==> config.mk <==
export PLATFORM = sky130hd
export DESIGN_NAME = core_run_sequencer
export DESIGN_NICKNAME = d
export VERILOG_FILES = /design/src/rtl/core_run_sequencer.sv
export SDC_FILE = /design/constraint.sdc
export NUM_CORES = 1
export LEC_CHECK = 0
export BUFFER_PORTS_ARGS = -buffer_cell sky130_fd_sc_hd__buf_4
export CORE_AREA = 2 2 75 77
export CTS_BUF_LIST = sky130_fd_sc_hd__clkbuf_4 sky130_fd_sc_hd__clkbuf_8
export CTS_CLUSTER_DIAMETER = 60
export DETAILED_ROUTE_END_ITERATION = 6
export DIE_AREA = 0 0 77 79
export GPL_ROUTABILITY_DRIVEN = 0
export GPL_TIMING_DRIVEN = 0
export PLACE_DENSITY_LB_ADDON = 0.2
export SYNTH_ARGS = -nofsm -noshare
export SYNTH_HDL_FRONTEND = slang
export SYNTH_SLANG_ARGS = --single-unit
export TNS_END_PERCENT = 20
==> constraint.sdc <==
create_clock -name i_clk -period 5.2 [get_ports i_clk]
set_input_delay 1.04 -clock i_clk [delete_from_list [all_inputs] [get_ports i_clk]]
set_output_delay 1.04 -clock i_clk [all_outputs]
set_load 0.005 [all_outputs]
==> src/rtl/core_run_sequencer.sv <==
// core_run_sequencer
//
// Purpose:
//   Reset/run sequencer for one or more processor cores. After a start
//   request it holds every core in reset. The hold time is staggered per
//   channel. It then counts run cycles and, unless free-running, finishes
//   in a sticky DONE state. A start request in DONE runs the full
//   sequence again. Abort drops the sequencer back to IDLE.
//
// Parameters:
//   N_CHAN        number of core reset outputs
//   RST_CYCLES    hold cycles for channel 0 (>= 1)
//   STAGGER       extra hold cycles per channel index
//   RUN_CYCLES    cycles spent in RUN before DONE; 0 = free-run
//   HOLD_ON_DONE  1 = put all cores back into reset on entering DONE
//   CNT_WIDTH     width of the hold and run counters
//
// Ports:
//   i_clk          processor clock, rising edge
//   i_rst          synchronous active-low reset
//   i_start        start/restart request (honoured in IDLE and DONE)
//   i_abort        return to IDLE with all cores held in reset
//   o_core_rst     registered active-high reset, one bit per core
//   o_running      high while in RUN
//   o_done         sticky high in DONE
//   o_cycle_count  registered run-cycle count

module core_run_sequencer #(
    parameter int N_CHAN       = 1,
    parameter int RST_CYCLES   = 5,
    parameter int STAGGER      = 0,
    parameter int RUN_CYCLES   = 125,
    parameter int HOLD_ON_DONE = 1,
    parameter int CNT_WIDTH    = 16
) (
    input  logic                 i_clk,
    input  logic                 i_rst,
    input  logic                 i_start,
    input  logic                 i_abort,
    output logic [N_CHAN-1:0]    o_core_rst,
    output logic                 o_running,
    output logic                 o_done,
    output logic [CNT_WIDTH-1:0] o_cycle_count
);

    typedef enum logic [1:0] {
        IDLE,
        HOLD,
        RUN,
        DONE
    } state_t;

    localparam longint MAX_CNT   = (longint'(1) << CNT_WIDTH) - 1;
    localparam longint LAST_HOLD = longint'(RST_CYCLES)
                                 + longint'(N_CHAN - 1) * longint'(STAGGER);

    // The last channel to be released is also the one that starts RUN.
    localparam logic [CNT_WIDTH-1:0] LAST_THR = CNT_WIDTH'(LAST_HOLD);
    localparam logic [CNT_WIDTH-1:0] RUN_LAST = CNT_WIDTH'(RUN_CYCLES - 1);
    localparam logic [CNT_WIDTH-1:0] RUN_END  = CNT_WIDTH'(RUN_CYCLES);

    if (RST_CYCLES < 1) begin : g_chk_rst_cycles
        $error("core_run_sequencer: RST_CYCLES must be >= 1");
    end
    if (LAST_HOLD > MAX_CNT) begin : g_chk_hold_width
        $error("core_run_sequencer: CNT_WIDTH too small for the longest hold");
    end
    if (longint'(RUN_CYCLES) > MAX_CNT) begin : g_chk_run_width
        $error("core_run_sequencer: CNT_WIDTH too small for RUN_CYCLES");
    end

    state_t                state;
    state_t                state_next;
    logic [CNT_WIDTH-1:0]  h;
    logic [CNT_WIDTH-1:0]  h_next;
    logic [CNT_WIDTH-1:0]  h_inc;
    logic [N_CHAN-1:0]     core_rst_next;
    logic                  running_next;
    logic                  done_next;
    logic [CNT_WIDTH-1:0]  count_next;

    assign h_inc = h + 1'b1;

    // State and output registers. All outputs are registered, so no input
    // reaches an output combinationally.
    always_ff @(posedge i_clk) begin
        if (!i_rst) begin
            state         <= IDLE;
            h             <= '0;
            o_core_rst    <= '1;
            o_running     <= 1'b0;
            o_done        <= 1'b0;
            o_cycle_count <= '0;
        end else begin
            state         <= state_next;
            h             <= h_next;
            o_core_rst    <= core_rst_next;
            o_running     <= running_next;
            o_done        <= done_next;
            o_cycle_count <= count_next;
        end
    end

    // Next-state and next-output logic. Abort takes priority over
    // everything, including a start request in the same cycle.
    always_comb begin
        state_next    = state;
        h_next        = h;
        core_rst_next = o_core_rst;
        running_next  = o_running;
        done_next     = o_done;
        count_next    = o_cycle_count;

        if (i_abort) begin
            state_next    = IDLE;
            h_next        = '0;
            core_rst_next = '1;
            running_next  = 1'b0;
            done_next     = 1'b0;
            count_next    = '0;
        end else begin
            case (state)
                IDLE: begin
                    h_next        = '0;
                    core_rst_next = '1;
                    running_next  = 1'b0;
                    done_next     = 1'b0;
                    count_next    = '0;
                    if (i_start) begin
                        state_next = HOLD;
                    end
                end
                HOLD: begin
                    // h only rises, so each channel matches its threshold
                    // once. Once a channel has cleared, it stays cleared.
                    h_next = h_inc;
                    for (int k = 0; k < N_CHAN; k++) begin
                        if (h_inc == CNT_WIDTH'(RST_CYCLES + k * STAGGER)) begin
                            core_rst_next[k] = 1'b0;
                        end
                    end
                    if (h_inc == LAST_THR) begin
                        state_next   = RUN;
                        running_next = 1'b1;
                        count_next   = '0;
                    end
                end
                RUN: begin
                    // In free-run mode the count wraps without raising DONE.
                    count_next = o_cycle_count + 1'b1;
                    if (RUN_CYCLES != 0 && o_cycle_count == RUN_LAST) begin
                        state_next   = DONE;
                        running_next = 1'b0;
                        done_next    = 1'b1;
                        count_next   = RUN_END;
                        if (HOLD_ON_DONE != 0) begin
                            core_rst_next = '1;
                        end
                    end
                end
                DONE: begin
                    if (i_start) begin
                        state_next    = HOLD;
                        h_next        = '0;
                        core_rst_next = '1;
                        done_next     = 1'b0;
                        count_next    = '0;
                    end
                end
                default: begin
                    state_next    = IDLE;
                    h_next        = '0;
                    core_rst_next = '1;
                    running_next  = 1'b0;
                    done_next     = 1'b0;
                    count_next    = '0;
                end
            endcase
        end
    end

endmodule

After elaboration in Yosys (flattened, before gate mapping)
Cells that the tools add are included.

Equal/unequal tests: 9. Bitwise logic cells: 1. Reduce and logical (&&, ||, !) cells: 12. Multiplexer cells: 18. Add/sub/neg operators: 2.

Operators with widths (number): case mux 16 bit (4 select lines) (1); two-way mux 16 bit (3); case mux 16 bit (3 select lines) (1); adder 16 x 1 -> 16 bit, second input constant (2); equality test 16 x 3 -> 1 bit, second input constant (1); equality test 16 x 7 -> 1 bit, second input constant (1); AND reduction 3 bit (4); nonzero test 3 bit (3); two-way mux 1 bit (6); two-way mux 2 bit (3); != test 2 bit, second input constant (3); case mux 1 bit (3 select lines) (2); case mux 2 bit (3 select lines) (1); equality test 2 bit, second input constant (2); case mux 1 bit (4 select lines) (1); AND reduction 2 bit (2); OR reduction 2 bit (2); equality test 2 x 1 -> 1 bit, second input constant (1); logical NOT 2 bit (1); != test 2 x 1 -> 1 bit, second input constant (1); NOT 1 bit (1).

Word-level logic and storage cells: 48. Bits in registers: 37. Input bits: 4. Output and inout bits: 19.

Logic depth before layout (Yosys ltp)
Depth in word-level cells: 4. Depth in mapped cells: 10. Depth with buffers taken out: 9.

Worst setup path before layout
Ideal clock, no wire load.

Path type: flip-flop to flip-flop. Start point: reg h[0]. End point: reg state[1]. Setup time: 70 ps. Path slack: 2764 ps. Data required time: 5130 ps. Cell stages (with the launch flop): 9. Buffers on the path: 0. Arrival time: 2366 ps. Cell sequence: dfxtp_1 ha_1 nand3_2 nor4_1 xor2_1 or4_4 o21a_1 or3_1 a21oi_1.

Cells in the longest elaborated chain, start to end: 4.

RTL lines: start: declaration (RTL line 74) `logic [CNT_WIDTH-1:0] h;`; start signal: assignment (RTL line 96) `h <= h_next;`; adder 16 x 1 -> 16 bit (RTL line 82) `assign h_inc = h + 1'b1;`; equality test 16 x 3 -> 1 bit (RTL line 142) `if (h_inc == LAST_THR) begin`; != test 2 bit (no line); AND reduction 3 bit (no line); end signal: assignment (RTL line 95) `state <= state_next;`; end: declaration (RTL line 72) `state_t state;`.

Every way passes these cells. A chain may end at the register's enable or synchronous reset.

Worst setup path in the final report
Start point: reg h[0]. End point: reg o_cycle_count[9].

Cells in the longest elaborated chain, start to end: 4.

RTL lines: adder 16 x 1 -> 16 bit (RTL line 82); equality test 16 x 3 -> 1 bit (RTL line 142); != test 2 bit (no line); AND reduction 2 bit (no line); end signal: assignment (RTL line 100) `o_cycle_count <= count_next;`; end: declaration (RTL line 43) `output logic [CNT_WIDTH-1:0] o_cycle_count`.

Every way passes these cells.

==> reports/metrics.cfg <==
[logic_synthesis]
synthTopCellsByCount=dfxtp_1 (37), a21oi_1 (32), nand2_1 (31)
synth_edf_count=0
syn_avg_cell_area_um2=7.61
ys.flop_type=dfxtp_1
ys_ff_latch=37
yosysSeqAreaShare=0.319
syn_area_um2=2320
yosysWarningCount=0
synthMuxAreaShare=0.0129
synth_top_area_frac=0.319
async_flop_share=0
synth_top_family_by_area=simple AND/OR/NAND/NOR gates
yosys.area.top_type=dfxtp_1
synth_fa_ha_area_frac=0.0539
synth-compound-area-share=0.211
synth.most_common_cell=dfxtp_1
yosys.cell_types.count=52
syn_nets=319
synth-xor-area-share=0.0189
synth-simple-area-share=0.324
netlist_top_cells_area=dfxtp_1 (32%), a21oi_1 (6.9%), ha_1 (5.4%)
syn_inst=305

[critical_path]
r2r-end=o_cycle_count[9]
cp_cell_sequence=ha_1 -> nand3_2 -> nor4_1 -> xor2_1 -> nor4_1 -> a21o_1 -> buf_2 -> nand4b_1 -> a21oi_1
rr_worst_depth=9
slowest_delay_ns=0.52
ff2ff_setup_slack_ns=2.29
start_kind=flip-flop
arrival_ns=3.13
critical_path_required_ns=5.42
crit_type=flip-flop to flip-flop
cp_slowest_cell=nor4_1
crit_fanout=10
worstSetupEndpoint=o_cycle_count[9]
crit_top_cell=nor4_1
critPathCaptureType=flip-flop
crit_start=h[0]
r2r_start=h[0]

[sta]
relSlewSlack=0.569
rsz0062_at_grt=false
tns_ns=0
finalClockSkew_ns=0.00611
min_period_over_period=0.560
setup_ws_ns=2.29
slew_violations=0
period_minus_slack_ns=2.91
hold_viol_final=0
setup_viol=0
worst_hold_slack_ns=0.470
worst_slew_pin_slew_ns=0.641
max_freq_mhz=344

[route]
vias=2230
vias_per_cell=5.48
firstDrtPassIters=5
routed_wl_mm=5.79
drt-initial-drc-count=94
drtAntennaViolNets=0
drc=0
wl_per_cell_um=14.2

[run_status]
outcome=completed

[finish]
nets=348
n_fill_cell=554
drive_gt1_frac=0.149
area_growth_pct=16.2
fin_area_um2=2700
num_antenna_cells=0

[global_routing]
grt_overflow=0
grt_pass1_wl_mm=9.78
antenna_found_initial=0
gr-usage-all-layers=0.200
grt_pass1_vias=2087
grt_max_degree=12

[placed_design]
port_buffers=22
hpwlAfterDp_mm=4.16
place_ws_ns=2.18
place_area_um2=2570

[clock_tree]
root_buffer=clkbuf_8
cts_tree=done
h-tree-depth=2
ctsHoldBuffers=0
worstSkewPairLatency_ns=0.29
ctsResizeCount=0
cts_setup_buffers=0
clock_path_buffers=2
cts_sinks=37
cts_buffers=5
cts.clk_slew.worst_paths_ns=0.08

[floorplan]
rows=27
die-area_um2=6080
ios=23
die_w_um=77
coreArea_um2=5340
start_util=0.435
fp.dieH_um=79

[worst_hold_path]
hold_class=flip-flop to flip-flop

[power_and_ir_drop]
p_leak_nw=0.986
ir_drop_v=0.000125
internal_power_mw=0.459
power.switching_mw=0.140
clkPwrFrac=0.450
seq_power_share=0.478
pwr-share-comb=0.071
swShare=0.234
p_per_area_nw_per_um2=222

[run]
maxCapViolations=0

## cells by family after synthesis
| logic type | Yosys count |
|---|---|
| XOR/XNOR | 5 |
| adder cells (fa/ha/maj) | 10 |
| flip-flops | 37 |
| AO/OA/AOI/OAI | 79 |
| multiplexers | 3 |
| AND/OR/NAND/NOR | 139 |
| buffers and inverters | 32 |
## layout make-up
class,count,area [µm²],area share
Sequential cell,37,741,0.275
Timing Repair Buffer,22,165,0.0613
Multi-Input combinational cell,236,1440,0.534
Inverter,14,52.6,0.0195
Clock buffer,7,90.1,0.0334
Tap cell,72,90.1,0.0334
Clock inverter,1,30.0,0.0111
Buffer,18,87.6,0.0325
## routing by layer
metal | global-route usage | wire length (µm) | vias up
met5 | 0 | 0 | -
met4 | 0.0696 | 75 | 0
met3 | 0.0409 | 243 | 6
met2 | 0.351 | 2870 | 48
met1 | 0.243 | 2600 | 1026
li1 | - | - | 1150
## worst max-delay path, delay by kind of cell (launching register included)
family                     cells  cell delay [ns]
and+or+nand+nor                4             1.24
DFF                            1             0.47
AOI/OAI and AO/OA              2             0.43
buffers and inverters          1             0.26
adders and majority gates      1             0.25
xor gates and xnor gates       1             0.19
## sequential cells by signal, summed over array words and instances, names as in the netlist
register / flops
o_cycle_count: 16
o_core_rst: 1
o_running: 1
h: 16
state: 2
o_done: 1
## cell usage in the layout, fill, tap and decap left out, types with 3 or more instances in the layout
cell type / count
clkbuf_8: 6
nand2b_1: 7
a211oi_1: 3
nand2_1: 31
and2_1: 3
buf_2: 4
nand3_1: 19
a21oi_1: 32
a21o_1: 3
o21ai_0: 13
ha_1: 10
or3_1: 7
mux2i_1: 3
nor4_1: 6
inv_1: 14
nand4_1: 5
nor3_2: 3
nand4b_1: 4
buf_4: 24
and3_1: 6
a22oi_1: 5
clkbuf_1: 10
nor3_1: 10
o21ai_1: 5
xor2_1: 4
nor2_1: 27
dfxtp_1: 37
## through the flow
step / total power, mW / util / instances
6_report: 0.599 / 0.505 / 407
3_5_place_dp: 0.336 / 0.482 / 399
2_1_floorplan: 0.322 / - / 305
3_3_place_gp: 0.336 / 0.482 / 399
5_1_grt: 0.622 / 0.505 / 407
4_1_cts: 0.604 / 0.505 / 407
## how the worst min path moves through the flow
| stage | startpoint | endpoint | slack, ns | cells past startpoint |
|---|---|---|---|---|
| 2_1_floorplan | h[15] | h[15] | 0.44 | 2 |
| 3_5_place_dp | h[15] | h[15] | 0.46 | 2 |
| 4_1_cts | h[15] | h[15] | 0.47 | 2 |
| 5_1_grt | h[15] | h[15] | 0.50 | 2 |
| 3_3_place_gp | h[15] | h[15] | 0.45 | 2 |
| 6_report | h[15] | h[15] | 0.47 | 2 |
## power by group through the flow
stage,combinational [mW],clock (mW),sequential (mW)
final,0.0428,0.270,0.286
after global placement,0.0428,0,0.293
after detailed placement,0.0431,0,0.293
after floorplan,0.0291,0,0.293
after global routing,0.0480,0.287,0.287
after CTS,0.0432,0.275,0.286
No activity file was read; power rests on OpenSTA's default activity.
